==> src/rtl/muldiv_issue_arb.sv <==
// rtl/muldiv_issue_arb.sv - round-robin issue arbiter for the shared mul/div/clmul unit
module muldiv_issue_arb #(
  parameter int NREQ       = 2,
  parameter int LNREQ      = 1,
  parameter int RV         = 64,
  parameter int CNTRL_SIZE = 7,
  parameter int NCOMMIT    = 32,
  parameter int LNCOMMIT   = 5,
  parameter int NHART      = 1,
  parameter int LNHART     = 0,
  parameter int HW         = (NHART > 1 && LNHART > 0) ? LNHART : 1
) (
  input  logic                       clk,
  input  logic                       reset,
  input  logic [NREQ-1:0]            req_valid,
  input  logic [NREQ*CNTRL_SIZE-1:0] req_control,
  input  logic [NREQ*LNCOMMIT-1:0]   req_rd,
  input  logic [NREQ-1:0]            req_makes_rd,
  input  logic [NREQ*HW-1:0]         req_hart,
  input  logic [NREQ*RV-1:0]         req_r1,
  input  logic [NREQ*RV-1:0]         req_r2,
  output logic [NREQ-1:0]            req_ready,
  input  logic [NCOMMIT-1:0]         commit_kill_0,
  input  logic                       divide_busy,
  output logic                       enable,
  output logic [CNTRL_SIZE-1:0]      control,
  output logic [LNCOMMIT-1:0]        rd,
  output logic                       makes_rd,
  output logic [HW-1:0]              hart,
  output logic [RV-1:0]              r1,
  output logic [RV-1:0]              r2
);

  logic [LNREQ-1:0] rr_ptr;
  logic [NREQ-1:0]  elig;
  logic [NREQ-1:0]  grant;
  logic [LNREQ-1:0] win;
  logic             found;
  logic             div_block;
  logic [RV-1:0]    op1_q;
  logic [RV-1:0]    op2_q;

  // Eligibility and round-robin pick; a divide launching this cycle already blocks the next divide
  always_comb begin
    div_block = divide_busy || (enable && !control[0] && !control[5]);
    for (int i = 0; i < NREQ; i++) begin
      elig[i] = req_valid[i]
             && !commit_kill_0[req_rd[i*LNCOMMIT +: LNCOMMIT]]
             && !(!req_control[i*CNTRL_SIZE] && !req_control[i*CNTRL_SIZE+5] && div_block);
    end
    grant = '0;
    found = 1'b0;
    win   = '0;
    for (int k = 0; k < NREQ; k++) begin
      automatic int idx = int'(rr_ptr) + k;
      if (idx >= NREQ) idx = idx - NREQ;
      if (!found && elig[idx]) begin
        found      = 1'b1;
        win        = idx[LNREQ-1:0];
        grant[idx] = 1'b1;
      end
    end
    req_ready = grant & {NREQ{reset}};
  end

  // Launch stage: the winner's op is presented to the unit the cycle after grant
  always_ff @(posedge clk or negedge reset) begin
    if (!reset) begin
      enable   <= 1'b0;
      control  <= '0;
      rd       <= '0;
      makes_rd <= 1'b0;
      hart     <= '0;
      op1_q    <= '0;
      op2_q    <= '0;
    end else begin
      enable <= found;
      if (found) begin
        control  <= req_control[win*CNTRL_SIZE +: CNTRL_SIZE];
        rd       <= req_rd[win*LNCOMMIT +: LNCOMMIT];
        makes_rd <= req_makes_rd[win];
        hart     <= req_hart[win*HW +: HW];
        op1_q    <= req_r1[win*RV +: RV];
        op2_q    <= req_r2[win*RV +: RV];
      end
    end
  end

  // Operand stage: r1/r2 trail enable by one cycle and hold between launches
  always_ff @(posedge clk or negedge reset) begin
    if (!reset) begin
      r1 <= '0;
      r2 <= '0;
    end else if (enable) begin
      r1 <= op1_q;
      r2 <= op2_q;
    end
  end

  // Round-robin pointer moves just past the winner
  always_ff @(posedge clk or negedge reset) begin
    if (!reset) begin
      rr_ptr <= '0;
    end else if (found) begin
      if (int'(win) == NREQ - 1) rr_ptr <= '0;
      else                       rr_ptr <= win + 1'b1;
    end
  end

endmodule

==> config.mk <==
export PLATFORM = sky130hd
export DESIGN_NAME = muldiv_issue_arb
export DESIGN_NICKNAME = d
export VERILOG_FILES = /design/src/rtl/muldiv_issue_arb.sv
export SDC_FILE = /design/constraint.sdc
export NUM_CORES = 1
export LEC_CHECK = 0
export CAP_MARGIN = 40
export CORE_AREA = 2 2 183 185
export DETAILED_ROUTE_END_ITERATION = 8
export DIE_AREA = 0 0 185 187
export GPL_TIMING_DRIVEN = 0
export PLACE_DENSITY_LB_ADDON = 0.3
export SLEW_MARGIN = 20
export SYNTH_ARGS = -nofsm -noshare
export SYNTH_HDL_FRONTEND = slang
export SYNTH_SLANG_ARGS = --single-unit
==> constraint.sdc <==
create_clock -name clk -period 6.1 [get_ports clk]
set_input_delay 0.915 -clock clk [delete_from_list [all_inputs] [get_ports clk]]
set_output_delay 0.915 -clock clk [all_outputs]
set_load 0.03 [all_outputs]
-- Word level (Yosys, flattened, before mapping)
Index checks and enable logic that the tools add are counted.
- register bits after elaboration: 272
- input bits: 321
- output and inout bits: 145
- add/subtract/negate cells: 4
- multiply operators: 2
- $lt $le $gt $ge: 9
- shifts and indexed selects: 5
- multiplexer cells: 25
- bitwise logic cells: 2
- reduce and logical (&&, ||, !) cells: 25
- operator list (operator ; number):
    128-bit by 8-bit variable part select with 64-bit output ; 2
    32-bit by 1-bit greater-or-equal comparator with 1-bit output, second input constant ; 2
    32-bit by 3-bit < comparator with 1-bit output, second input constant ; 2
    32-bit 2-to-1 mux ; 2
    1-bit 2-to-1 mux ; 17
    14-bit by 5-bit variable part select with 7-bit output ; 1
    1-bit logical AND ; 13
    5-bit by 6-bit < comparator with 1-bit output, second input constant ; 2
    1-bit logical NOT ; 11
    1-bit binary-select mux with 5-bit select ; 2
    10-bit by 5-bit variable part select with 5-bit output ; 1
    1-bit by 3-bit multiplier with 4-bit output, second input constant ; 2
    2-bit 2-to-1 mux ; 2
    1-bit by 2-bit subtractor with 3-bit output, second input constant ; 1
    2-bit by 2-bit subtractor with 3-bit output, second input constant ; 1
    1-bit by 1-bit adder with 2-bit output, second input constant ; 1
    2-bit AND ; 1
    1-bit demux with 1-bit select ; 2
    1-bit by 2-bit greater-or-equal comparator with 1-bit output, second input constant ; 1
    2-bit greater-or-equal comparator, second input constant ; 1
    1-bit by 2-bit < comparator with 1-bit output, second input constant ; 1
    2-bit OR ; 1
    2-bit by 2-bit variable part select with 1-bit output ; 1
    1-bit adder, second input constant ; 1
    1-bit logical OR ; 1

-- Logic depth before layout (Yosys ltp)
- depth after elaboration: 16
- gate-level depth with buffers: 9
- depth with buffers taken out: 6

-- Least setup slack after synthesis
OpenSTA, ideal clock, no wires.
- path type: input -> output
- start point: in req_rd[0]
- end point: out req_ready[0]
- arrival: 3.477 ns
- required time: 5.185 ns
- path slack: 1.708 ns
- cell stages on the path: 9
- cell sequence: buf_2 mux4_2 mux2_2 mux4_2 or2_1 a21oi_4 buf_4 buf_2 and2_1
- word-level cells in the longest chain between the ends: 13
- elaborated cells on any way between the ends: 18
- classes of those cells: mux (11); bitwise (2); reduce/logical (5)
- RTL lines (item ; line ; RTL):
    start: declaration ; 17 ; input logic [NREQ*LNCOMMIT-1:0] req_rd,
    1-bit binary-select mux with 5-bit select (*) ; 48 ; && !commit_kill_0[req_rd[i*LNCOMMIT +: LNCOMMIT]]
    1-bit 2-to-1 mux (not written as such) (*) ; 48 ;
    1-bit logical NOT (*) ; 48 ;
    1-bit logical AND (*) ; 48 ;
    1-bit logical AND (*) ; 49 ; && !(!req_control[i*CNTRL_SIZE] && !req_control[i*CNTRL_SIZE+5] && div_block);
    1-bit 2-to-1 mux (not written as such) (3 in series) ; 57 ; if (!found && elig[idx]) begin
    1-bit 2-to-1 mux ; 57 ;
    1-bit logical NOT ; 57 ;
    1-bit logical AND ; 57 ;
    2-bit 2-to-1 mux (*) ; 57 ;
    2-bit AND (*) ; 63 ; req_ready = grant & {NREQ{reset}};
    end: declaration ; 22 ; output logic [NREQ-1:0] req_ready,
Mark *: on every way between the ends. The rest lies on a longest branch, timed or not. The select of a mux whose other input is x is not followed.

-- Worst setup path after layout
- start point: in req_rd[6]
- end point: out req_ready[1]
Same word-level chain as after synthesis.

==> impl_metrics.tcl <==
set metrics [dict create \
    fmax_mhz 173.7 \
    cp_max_fo 10 \
    vdd_drop_max_mv 0.2152 \
    placementRows 67 \
    ys_seq_area_share_pct 55.84 \
    rsz0062_at_grt "no" \
    clkPwrFrac_pct 24.7 \
    yosys_warnings 0 \
    grt_usage_pct 22.10 \
    slew-limit-headroom_pct 50.80 \
    r2r_slack_ns 3.17 \
    ant_nets 0 \
    p_comb_share_pct 39.9 \
    drive_gt1_share_pct 14.45 \
    grt_pass1_wl_um 59570 \
    drv_cap 0 \
    cts.reportedPaths.clkPinSlew_ns 0.06 \
    fin_crit_ns 5.756 \
    portBuffers 463 \
    start_util_pct 37.09 \
    skew_ns 0.02615 \
    via_per_inst 4.956 \
    reg2reg_to "control[4]" \
    power.internal_w 0.005182 \
    path_buf_inv 5 \
    setup.worst_path.class "primary input to output port" \
    finalCritPeriodShare_pct 94.36 \
    syn_to_final_growth_pct 52.44 \
    power.switching_w 0.002793 \
    drv_slew 0 \
    synth.cell_area_mm2 0.01219 \
    synth_seq_cells 272 \
    num_vias 10220 \
    post-place-ws_ns 0.1703 \
    synthCells 1090 \
    synth_cell_type_count 33 \
    layout.nets 1910 \
    p_sw_share_pct 35.02 \
    cpMaxStageDelayCell "clkdlybuf4s50_1" \
    finalInstanceArea_mm2 0.01858 \
    crit_path_max_incr_delay_ns 0.67 \
    die_w_um 185 \
    final.fill_count 2853 \
    post_cts.repair.setup_buffers 0 \
    drcViolationCount 7 \
    die_h_um 187 \
    required_ns 5.18 \
    setup_tns_ns 0 \
    path_delay_family "buffers and inverters" \
    path_cells "clkdlybuf4s50_1 > buf_2 > mux4_2 > nor2_1 > nor3_1 > or3_1 > a211oi_4 > buf_2 > buf_2 > and2_1 > clkdlybuf4s50_1" \
    cts_buffers 30 \
    drt-initial-drc-count 934 \
    ios 466 \
    pwr-share-seq_pct 35.3 \
    htreeDepth 1 \
    syn_nets 1411 \
    grt_pass1_vias 10680 \
    cp.arrival_ns 4.84 \
    startpoint_type "primary input" \
    hold_buffers 0 \
    r2r_cells 7 \
    gp_congestion 0.8426 \
    grt-ovfl-total 0 \
    cts_root_buffer "clkbuf_16" \
    placed_area_mm2 0.01747 \
    insertion_delay_ns 0.55 \
    clockBufferDepth 3 \
    drt_wl_total_um 38550 \
    power_density_mw_per_mm2 429.2 \
    worstMarginPinSlew_ns 0.7381 \
    antenna_found_initial 1 \
    wire_per_inst_um 18.71 \
    dieArea_mm2 0.03460 \
    syn_avg_cell_area_um2 11.18 \
    cts_sinks 272 \
    firstDrtPassIters 9 \
    path_common_cell "buf_2" \
    status "finished with violations" \
    setup_violations 0 \
    dp_hpwl_um 29260 \
    power_leakage_nw 8.955 \
    violations "DRC" \
    hp-class "primary input to async pin" \
    grt_max_degree 96 \
    fin_ws_ns 0.3439 \
    worstReg2RegStart "enable" \
    worstSetupEndpointType "output port" \
    cts_tree "done" \
    core_area_mm2 0.03286 \
    hold_violations 0 \
]
-- placed cells by master, fill, tap and decap left out, drive strengths merged, types with 5 or more instances in the layout --
cell type	instances
clkbuf	78
mux4	13
inv	428
mux2	133
clkdlybuf4s50	462
dfrtp	272
clkinv	6
bufinv	5
mux2i	6
buf	32
a222oi	141
-- Yosys cell counts, drive strengths merged --
cell | number | area share (%)
mux2i | 6 | 0.49
nand2 | 1 | 0.031
buf | 27 | 1.1
mux2 | 133 | 12
a21o | 1 | 0.062
a221oi | 3 | 0.22
or3 | 1 | 0.051
and2 | 3 | 0.15
nor3 | 3 | 0.12
o31a | 1 | 0.072
nor4 | 1 | 0.051
o31ai | 2 | 0.12
dfrtp | 272 | 56
a211oi | 2 | 0.12
nand3 | 1 | 0.041
o2bb2ai | 1 | 0.072
or2 | 1 | 0.051
o22ai | 1 | 0.051
a22oi | 2 | 0.12
nor2 | 2 | 0.062
a31oi | 2 | 0.10
mux4 | 13 | 2.4
clkbuf | 35 | 1.1
a2111oi | 1 | 0.072
nor2b | 2 | 0.10
o21ai | 1 | 0.041
inv | 427 | 13
a222oi | 141 | 12
a21oi | 3 | 0.25
o311ai | 1 | 0.072
-- worst max-delay path by stage --
stage                     cells past startpoint  slack, ns      start      endpoint
after floorplan                               9       1.71  req_rd[0]  req_ready[0]
after global placement                        1      -7.66      reset     op1_q[54]
after detailed placement                     11       0.17  req_rd[6]  req_ready[1]
after CTS                                    11       0.16  req_rd[6]  req_ready[1]
after global routing                         11       0.16  req_rd[6]  req_ready[1]
final                                        11       0.34  req_rd[6]  req_ready[1]
-- per-stage QoR --
stage               power, W  utilization [%]  hold WS [ns]  instances
finish              0.007975            56.55        0.3813       2061
global route        0.008376            56.54        0.4415       2060
CTS                 0.008059            56.51        0.4165       2060
detailed placement  0.006052            53.17        0.4886       2005
global placement    0.005989            52.90        0.4840       2001
floorplan           0.004528                -        0.4794       1090
-- worst register-to-register path, cell delays in order (launching register included) --
cell	delay [ns]
dfrtp_1	0.48
a31oi_1	0.17
o31ai_1	0.45
nor3_1	0.14
a21oi_2	0.39
buf_2	0.38
clkbuf_1	0.53
a222oi_1	0.21
-- cells by family after synthesis --
logic type | after synthesis | share of synthesized area (%)
compound gates | 162 | 12.95
buf+inv | 489 | 15.36
flops | 272 | 55.84
mux | 152 | 15.18
simple gates | 15 | 0.6672
-- per-layer routing --
metal	vias up	routed length (um)	global-route usage [%]
met5	-	11	0
met4	2	1607	8.791
met3	96	2668	4.283
met2	442	19120	38.14
met1	5037	15150	27.09
li1	4638	-	-
-- final cells by class --
class | instances | area, um^2 | area share [%]
sequential | 272 | 6807 | 36.63
timing repair buffer | 467 | 4717 | 25.39
multi-input combinational | 329 | 3523 | 18.96
inverter | 427 | 1603 | 8.626
clock buffer | 43 | 910.9 | 4.902
tap | 448 | 560.5 | 3.017
buffer | 62 | 269.0 | 1.448
clock inverter | 12 | 188.9 | 1.017
antenna | 1 | 2.502 | 0.01347
-- sequential cells by signal, summed over array words and instances, names as in the netlist --
signal and flops:
op1_q 64, control 7, r2 64, hart 1
rr_ptr 1, rd 5, r1 64, op2_q 64
makes_rd 1, enable 1
-- timing repair --
| action | 4_1_cts | 5_1_grt |
|---|---|---|
| hold endpoints to repair | 0 | 0 |
| gates resized for setup | 0 | 1 |
| endpoints found under the setup margin | 0 | 1 |
-- power groups by stage --
| stage | Clock (W) | Sequential, W | Combinational (W) |
|---|---|---|---|
| floorplan | 0 | 0.00363 | 0.000903 |
| global placement | 0 | 0.00283 | 0.00316 |
| detailed placement | 0 | 0.00285 | 0.00320 |
| CTS | 0.00202 | 0.00282 | 0.00321 |
| global route | 0.00210 | 0.00291 | 0.00337 |
| finish | 0.00197 | 0.00282 | 0.00318 |
No activity file was read; power rests on OpenSTA's default activity.
